<file path="config.mk">
export PLATFORM = sky130hd
export DESIGN_NAME = register_swap_sequencer
export DESIGN_NICKNAME = d
export VERILOG_FILES = /design/src/rtl/register_swap_sequencer.sv
export SDC_FILE = /design/constraint.sdc
export NUM_CORES = 1
export LEC_CHECK = 0
export ABC_CLOCK_PERIOD_IN_PS = 2300
export CAP_MARGIN = 20
export CORE_AREA = 8 8 45 47
export DETAILED_ROUTE_END_ITERATION = 16
export DIE_AREA = 0 0 53 55
export PLACE_DENSITY = 0.67
export SLEW_MARGIN = 20
export SYNTH_ARGS = -nofsm -noshare
export SYNTH_HDL_FRONTEND = slang
export SYNTH_SLANG_ARGS = --single-unit
</file>
<file path="constraint.sdc">
create_clock -name clk -period 2.3 [get_ports clk]
set_input_delay 0.69 -clock clk [delete_from_list [all_inputs] [get_ports clk]]
set_output_delay 0.69 -clock clk [all_outputs]
set_load 0.01 [all_outputs]
</file>
<file path="src/rtl/register_swap_sequencer.sv">
// register_swap_sequencer: issues one swap command per clock to apply a whole-file permutation
module register_swap_sequencer #(
   parameter int N_REGS = 8,
   parameter int IDX_W  = $clog2(N_REGS)
) (
   input  logic             clk,
   input  logic             init,
   input  logic             start,
   input  logic [1:0]       mode,
   output logic             busy,
   output logic             done,
   output logic             swapxy,
   output logic [IDX_W-1:0] x,
   output logic [IDX_W-1:0] y
);
   typedef enum logic [1:0] {IDLE, RUN, DONE} state_t;
   localparam logic [IDX_W-1:0] ONE       = IDX_W'(1);
   localparam logic [IDX_W-1:0] TOP       = IDX_W'(N_REGS - 1);
   localparam logic [IDX_W-1:0] LAST_ROT  = IDX_W'(N_REGS - 2);
   localparam logic [IDX_W-1:0] LAST_HALF = IDX_W'(N_REGS / 2 - 1);
   state_t           state, state_n;
   logic [IDX_W-1:0] k, k_n, last;
   logic [1:0]       mode_q, mode_n;
   // state, pair counter and latched mode; reset aborts any sequence in flight
   always_ff @(posedge clk or posedge init) begin
      if (init) begin
         state  <= IDLE;
         k      <= '0;
         mode_q <= 2'b00;
      end else begin
         state  <= state_n;
         k      <= k_n;
         mode_q <= mode_n;
      end
   end
   // next state and outputs; outputs depend only on flops, never on start/mode directly
   always_comb begin
      state_n = state;
      k_n     = k;
      mode_n  = mode_q;
      busy    = state != IDLE;
      done    = state == DONE;
      swapxy  = state == RUN;
      x       = '0;
      y       = '0;
      last    = mode_q == 2'b01 ? LAST_ROT : LAST_HALF;
      if (state == IDLE && start) begin
         mode_n  = mode;
         k_n     = '0;
         state_n = mode == 2'b11 ? DONE : RUN;
      end
      if (state == RUN) begin
         k_n     = k + ONE;
         state_n = k == last ? DONE : RUN;
         x       = mode_q == 2'b10 ? k << 1 : k;
         y       = mode_q == 2'b00 ? TOP - k : mode_q == 2'b01 ? k + ONE : (k << 1) | ONE;
      end
      if (state == DONE) begin
         state_n = IDLE;
         k_n     = '0;
      end
   end
endmodule

</file>
# After elaboration in Yosys (flattened, before gate mapping)
# Index checks and enable logic that the tools add are counted.
dict set report word_totals {
  regBits 7
  in_bits 5
  output_inout_bits 9
  elab_cells 30
}
dict set report classes {
  addsub 2
  eq_ne 6
  muxes 14
  n_reduce_logical 5
}
# op n
set op_table {}
lappend op_table {{3-bit 2-to-1 mux} 9}
lappend op_table {{2-bit 2-to-1 mux} 5}
lappend op_table {{2-bit == test (second input constant)} 3}
lappend op_table {{2-bit by 1-bit == test with 1-bit output (second input constant)} 2}
lappend op_table {{2-bit logical NOT} 2}
lappend op_table {{3-bit by 1-bit adder with 3-bit output (second input constant)} 1}
lappend op_table {{3-bit == test} 1}
lappend op_table {{3-bit nonzero test} 1}
lappend op_table {{3-bit subtractor (first input constant)} 1}
lappend op_table {{2-bit nonzero test} 1}
lappend op_table {{1-bit logical AND} 1}

# Logic depth before layout (Yosys ltp)
dict set report logic_depth {
  ltp_word 6
  mapped_depth 6
  mapped_depth_nobuf 6
}

# Worst setup path before layout
# Ideal clock, no wire load.
dict set report synth_path {
  path_kind {register to output}
  start {register k[0]}
  end {output y[2]}
  arrival_time_ns 1.127
  required_ns 1.610
  path_slack_ns 0.483
  stages_incl_launch_ff 6
  n_path_buf 0
  cell_sequence {dfrtp_1 > ha_1 > nor2b_1 > xnor2_1 > mux2i_1 > nor2_1}
}
dict set report synth_between {
  elab_chain_cells 4
  word_cells_on_any_way 5
  cone_classes {2 x add/sub; 3 x mux}
}
# item line_no
set synth_lines {}
lappend synth_lines {{start, declared} 22} ;# logic [IDX_W-1:0] k, k_n, last;
lappend synth_lines {{start signal, assigned} 32} ;# k <= k_n;
lappend synth_lines {{3-bit by 1-bit adder with 3-bit output} 56} ;# y = mode_q == 2'b00 ? TOP - k : mode_q == 2'b01 ? k + ONE : (k << 1) | ONE;
lappend synth_lines {{3-bit 2-to-1 mux} 56}
lappend synth_lines {{3-bit 2-to-1 mux *} 56}
lappend synth_lines {{3-bit 2-to-1 mux *} 52} ;# if (state == RUN) begin
lappend synth_lines {{end, declared} 14} ;# output logic [IDX_W-1:0] y
# Every way passes the cells marked *; elsewhere a longest branch is shown, timed or not.

# Worst setup path in the final report
dict set report layout_path {
  start {register mode_q[0]}
  end {output x[1]}
}
dict set report layout_between {
  elab_chain_cells 3
}
# item line_no
set layout_lines {}
lappend layout_lines {{start, declared} 23} ;# logic [1:0] mode_q, mode_n;
lappend layout_lines {{start signal, assigned} 33} ;# mode_q <= mode_n;
lappend layout_lines {{2-bit == test} 55} ;# x = mode_q == 2'b10 ? k << 1 : k;
lappend layout_lines {{3-bit 2-to-1 mux} 55}
lappend layout_lines {{3-bit 2-to-1 mux} 52}
lappend layout_lines {{end, declared} 13} ;# output logic [IDX_W-1:0] x,
# No other way between the ends.

==> reports/metrics.csv <==
stage;metric;value;unit
placement;portBuffers;13;
global_routing;grt_pass1_vias;424;
sta;worstMarginPinSlew;332;ps
global_routing;antenna_found_initial;0;
placement;place_congestion;0.815;
floorplanning;chipHeight;55;um
synthesis;post_synth_num_cell_types;21;
power;switching_share;41.8;%
synthesis;yosysTopAreaCellShare;33.4;%
cts;clockBufferDepth;2;
critical_path;critical_path.max_stage_delay;450;ps
power;p_sw;431;uW
synthesis;syn_avg_cell_area;9.20;um^2
floorplanning;die_w;53;um
power;power_frac_comb;65.9;%
synthesis;synth_top_family_by_area;simple AND/OR/NAND/NOR gates;
sta;fmax;0.454;GHz
drt;drc_errors;0;
placement;dp_cells;88;
final_layout;post-route-util;53.3;%
sta;finClkSkew;0.715;ps
drt;wl_met1;515;um
synthesis;ys_top_cells_by_area;dfrtp_1, ha_1, mux2i_1;
critical_path;slowest_stage;dfrtp_2;
synthesis;synthAdderAreaFrac;11.9;%
sta;slew_headroom;77.9;%
cts;cts-htree-levels;1;
final_layout;diodes;0;
synthesis;synthXorXnorAreaFrac;3.34;%
drt;ant_nets;0;
power;p_leak;0.000375;uW
sta;grt_setup_unrepaired;no;
synthesis;synth_nets;67;
drt;drt_wl_total;1070;um
final_layout;drive_above_1_share;22.1;%
global_routing;grt.total_usage;7.80;%
synthesis;ys_seq_area_share;33.4;%
synthesis;synth_area;524;um^2
power;p_int;600;uW
placement;place_area;689;um^2
final_layout;nets;88;
critical_path;critPathArrivalTime;1510;ps
cts;cts_tree;done;
critical_path;cp_top_family;flip-flops;
sta;min_period;2200;ps
sta;drv_slew;0;
final_layout;final_cell_mix;nor2_1, inv_1, clkdlybuf4s50_1, dfrtp_1;
critical_path;critical_path_class;flop to output port;
flow_run;drv_cap;0;
power;ir_drop;0.000582;V
sta;finalCritPeriodShare;95.8;%
final_layout;area.growth.synth_to_final;40.6;%
floorplanning;die_area;2920;um^2
drt;routed.top_layer;met4;
power;totalPowerFinal;1030;uW
floorplanning;initial_core_util;37.9;%
critical_path;cp_max_fo;8;
drt;dr_wl_met2;492;um
final_layout;design_area;737;um^2
critical_path;setup.worst_path.end_class;output port;
power;pwr-share-clk;10.0;%
floorplanning;core_area;1380;um^2
critical_path;crit_chain;nand2b_1 -> buf_4 -> mux2i_1 -> nor2_1 -> dlygate4sd2_1;
critical_path;cp-start-kind;flop;
placement;dp_hpwl;863;um
drt;wl_met3;52;um
synthesis;synth-compound-area-share;13.6;%
synthesis;synth_area_leader_cell;dfrtp_1;
synthesis;ys_seq_elements;7;
critical_path;path_buf_inv;2;
drt;first_iter_violations;6;
floorplanning;pin_count;14;
cts;clk_latency;240;ps
global_routing;grt_overflow;0;
sta;setup_viol;0;
synthesis;syn_inst;57;
cts;tritoncts.num_buffers;3;
cts;path_clk_slew;50;ps
power;seqPwrFrac;24.1;%
global_routing;grt_max_degree;10;
floorplanning;num_rows;14;
global_routing;grt_pass1_wl;1680;um
drt;routedWlPerCell;11.5;um
cts;clockRootBuffer;clkbuf_4;
synthesis;synth_mux_area_share;14.1;%
synthesis;synth.yosys.warnings;0;
final_layout;instances_no_fill;93;
drt;first_pass_iters;3;
run_status;status;finished, final reports clean;
drt;routed_via_density;4.75;
synthesis;synthSimpleGateAreaFrac;16.5;%
sta;final-hold-violation-count;0;
critical_path;critPathRequiredTime;1610;ps
sta;final.setup.tns;0;ps
hold_path;worstHoldPathType;flop to flop;
drt;vias;442;
power;power_per_cell_area;1400;nW/um^2
cts;clock_sinks;7;
[per-stage QoR]
step	setup WS, ps	hold WS, ps
floorplan	483	493
global placement	66.5	550
detailed placement	44.1	536
CTS	16.0	605
global route	16.1	631
finish	95.9	608
[what timing repair did]
item                       4_1_cts  5_1_grt
pin swaps                        0        0
setup buffers                    0        1
hold buffers                     0        0
gates resized for setup          9        7
setup endpoints to repair        6        5
gates cloned                     0        0
[registers in the layout (all words and copies together) (netlist names)]
register,flops
k,3
state,2
mode_q,2
[per-layer routing]
layer	vias up	track usage [%]
met5	-	0
met4	0	6.47
met3	2	1.60
met2	7	12.7
met1	198	8.64
li1	235	-
[worst paths after layout]
path,start,endpoint,slack [ps],cells past startpoint
worst max-delay path,mode_q[0]$_DFFE_PP0P_,x[1],100,5
worst min-delay path,state[0]$_DFFE_PP0P_,state[0]$_DFFE_PP0P_,610,1
worst max register to register,state[0]$_DFFE_PP0P_,k[0]$_DFFE_PP0P_,700,5
worst min register to register,state[0]$_DFFE_PP0P_,state[0]$_DFFE_PP0P_,610,1
max in group asynchronous,init,mode_q[0]$_DFFE_PP0P_,1430,2
min in group asynchronous,init,state[0]$_DFFE_PP0P_,660,2
[synth_stat cells]
master,instances
o311a_1,1
nor2b_1,1
nor2b_4,1
a31oi_1,1
xnor2_1,2
nand2b_1,2
o31ai_1,1
buf_4,1
nand2_1,4
a32o_1,1
and3_1,1
o21ai_0,4
dfrtp_1,7
nand4_1,1
nor2_1,7
a221oi_1,1
mux2_2,3
a21oi_2,1
ha_1,5
inv_1,8
mux2i_1,4
[area by class of cell]
type,instances,area [um^2]
fill,133,647
timing repair buffer,17,158
inverter,8,30.0
clock buffer,4,26.3
tap,16,20.0
sequential,7,176
multi-input combinational,41,327
[logic make-up (layout without fill, tap and decap cells)]
| group | after synthesis | count (layout) |
|---|---|---|
| xor+xnor | 2 | 2 |
| mux | 7 | 7 |
| buf+inv | 9 | 29 |
| simple gates | 17 | 17 |
| compound gates | 10 | 10 |
| fa+ha+maj | 5 | 5 |
| flops | 7 | 7 |
[power by group through the flow]
stage / Sequential (uW) / Combinational (uW) / Clock, uW
finish: 249 / 679 / 103
detailed placement: 241 / 680 / 0
floorplan: 219 / 457 / 0
CTS: 247 / 671 / 110
global placement: 239 / 680 / 0
global route: 256 / 761 / 119
No activity file was read; power rests on OpenSTA's default activity.
==> RTL change 1 (config.mk and constraints unchanged) <==
`N_REGS`: 8 -> 4.
--- a/src/rtl/register_swap_sequencer.sv
+++ b/src/rtl/register_swap_sequencer.sv
@@ -1,6 +1,6 @@
 // register_swap_sequencer: issues one swap command per clock to apply a whole-file permutation
 module register_swap_sequencer #(
-   parameter int N_REGS = 8,
+   parameter int N_REGS = 4,
    parameter int IDX_W  = $clog2(N_REGS)
 ) (
    input  logic             clk,
Ports: changed (resized x and y); port bits go from 14 to 12. The function was not compared with the original's and may differ.
==> RTL change 1 against the unedited design <==
  * Combinational power shrank 21%
  * Critical path depth shrank 1
  * Synthesized cell count shrank 18%
  * Sequential cell count shrank 1
  * Worst setup slack lost 36 ps
  * Non-clock buffer count shrank 5
  * Largest cell class unchanged
  * Sequential share of layout area grew 1.5 points
  * Power shrank 18%
  * Global-route usage shrank 1.5 points
  * Cell area shrank 20%
  * Routed wire length shrank 18%
  * Sequential power shrank 13%
  * Area after synthesis shrank 20%
==> RTL change 1: results (changes against the unedited design) <==
<table>
<tr><th>Metric</th><th>Value</th></tr>
<tr><th colspan="2">Logic synthesis</th></tr>
<tr><td>Most common library cells after synthesis</td><td>sky130_fd_sc_hd__inv_1 (7), sky130_fd_sc_hd__dfrtp_1 (6), sky130_fd_sc_hd__nand2_1 (5)</td></tr>
<tr><td>Synthesized area per cell</td><td>8.94 sq um (-2.7%)</td></tr>
<tr><td>Seq/Total Area, Yosys</td><td>35.7% (+2.3 points)</td></tr>
<tr><td>Number of nets in the synthesized netlist</td><td>55 (-18%)</td></tr>
<tr><th colspan="2">Cells and area</th></tr>
<tr><td>Invs w/o clock</td><td>7 (-1)</td></tr>
<tr><td>Biggest regs</td><td>k x2, mode_q x2, state x2</td></tr>
<tr><td>Proportion of cell area occupied by multi-input gates</td><td>43.4% (-0.88 points)</td></tr>
<tr><td>NumNets Final</td><td>72 (-18%)</td></tr>
<tr><td>Layout clock buffers</td><td>3 (-1)</td></tr>
<tr><td>Share of layout cells above drive strength 1</td><td>12.9% (-9.2 points)</td></tr>
<tr><td>Clock buffer and inverter area fraction after layout</td><td>3.81% (+0.25 points)</td></tr>
<tr><th colspan="2">CTS</th></tr>
<tr><td>Clock net sink count</td><td>6 (-1)</td></tr>
<tr><th colspan="2">Power and ir drop</th></tr>
<tr><td>Fraction of power spent switching nets</td><td>42.5% (+0.67 points)</td></tr>
<tr><td>Part of the power in the clock network</td><td>10.7% (+0.7 points)</td></tr>
<tr><td>Sequential Power Share</td><td>25.7% (+1.6 points)</td></tr>
<tr><th colspan="2">GRT</th></tr>
<tr><td>Vias in the first global route</td><td>344 (-19%)</td></tr>
<tr><td>Met3 usage in global routing</td><td>2.41% (+0.80 points)</td></tr>
<tr><td>Global-route wire length before repair</td><td>1.33 mm (-21%)</td></tr>
<tr><th colspan="2">Placement</th></tr>
<tr><td>Number of I/O port buffers</td><td>11 (-2)</td></tr>
<tr><td>Cell Area, Placed</td><td>558 sq um (-19%)</td></tr>
<tr><th colspan="2">Detailed routing</th></tr>
<tr><td>DRT iter0 DRCs</td><td>3 (-3)</td></tr>
<tr><td>Detailed-route wire length per cell</td><td>11.2 um (-2.6%)</td></tr>
<tr><td>Uppermost routed layer</td><td>met3</td></tr>
<tr><td>Detailed-routed wire length on met3</td><td>58 um (+12%)</td></tr>
<tr><td>Detailed-routed wire length on met2</td><td>430 um (-13%)</td></tr>
<tr><th colspan="2">Worst setup path</th></tr>
<tr><td>Delay of the slowest cell on the worst path</td><td>520 ps (+70 ps)</td></tr>
<tr><td>Number of cells on the worst reg-to-reg path</td><td>6 (+1)</td></tr>
<tr><td>Slack of the worst reg-to-reg path</td><td>830 ps (+130 ps)</td></tr>
<tr><th colspan="2">Outcome</th></tr>
<tr><td>Status</td><td>complete, no violations</td></tr>
</table>
[RTL change 1: stage by stage]
stage | hold WS (ps) | power (uW) | setup WS (ps)
after floorplan | 481 | 568 | 581
after global placement | 543 | 762 | 150
after detailed placement | 531 | 764 | 123
after CTS | 584 | 864 | 34.6
after global routing | 612 | 924 | 12.6
final | 585 | 847 | 60.0
[RTL change 1: logic make-up (layout without fill, tap and decap cells)]
logic type	Yosys count	in the layout	share of synthesized area, %
flip-flops	6	6	35.7
AND/OR/NAND/NOR	14	14	18.2
AO/OA/AOI/OAI	14	14	23.2
buffers and inverters	7	22	6.25
adder cells (fa/ha/maj)	3	3	8.93
multiplexers	3	3	7.74
[RTL change 1: critical path: cells and delay by family, from the launching register on]
| kind | cells | cell delay, ps |
|---|---|---|
| fa+ha+maj | 1 | 250 |
| flops | 1 | 400 |
| buf+inv | 3 | 660 |
[RTL change 1: what timing repair did]
action	CTS	global route
resized for setup	6	1
setup endpoints to repair	5	1
hold buffers	0	0
cloned	0	0
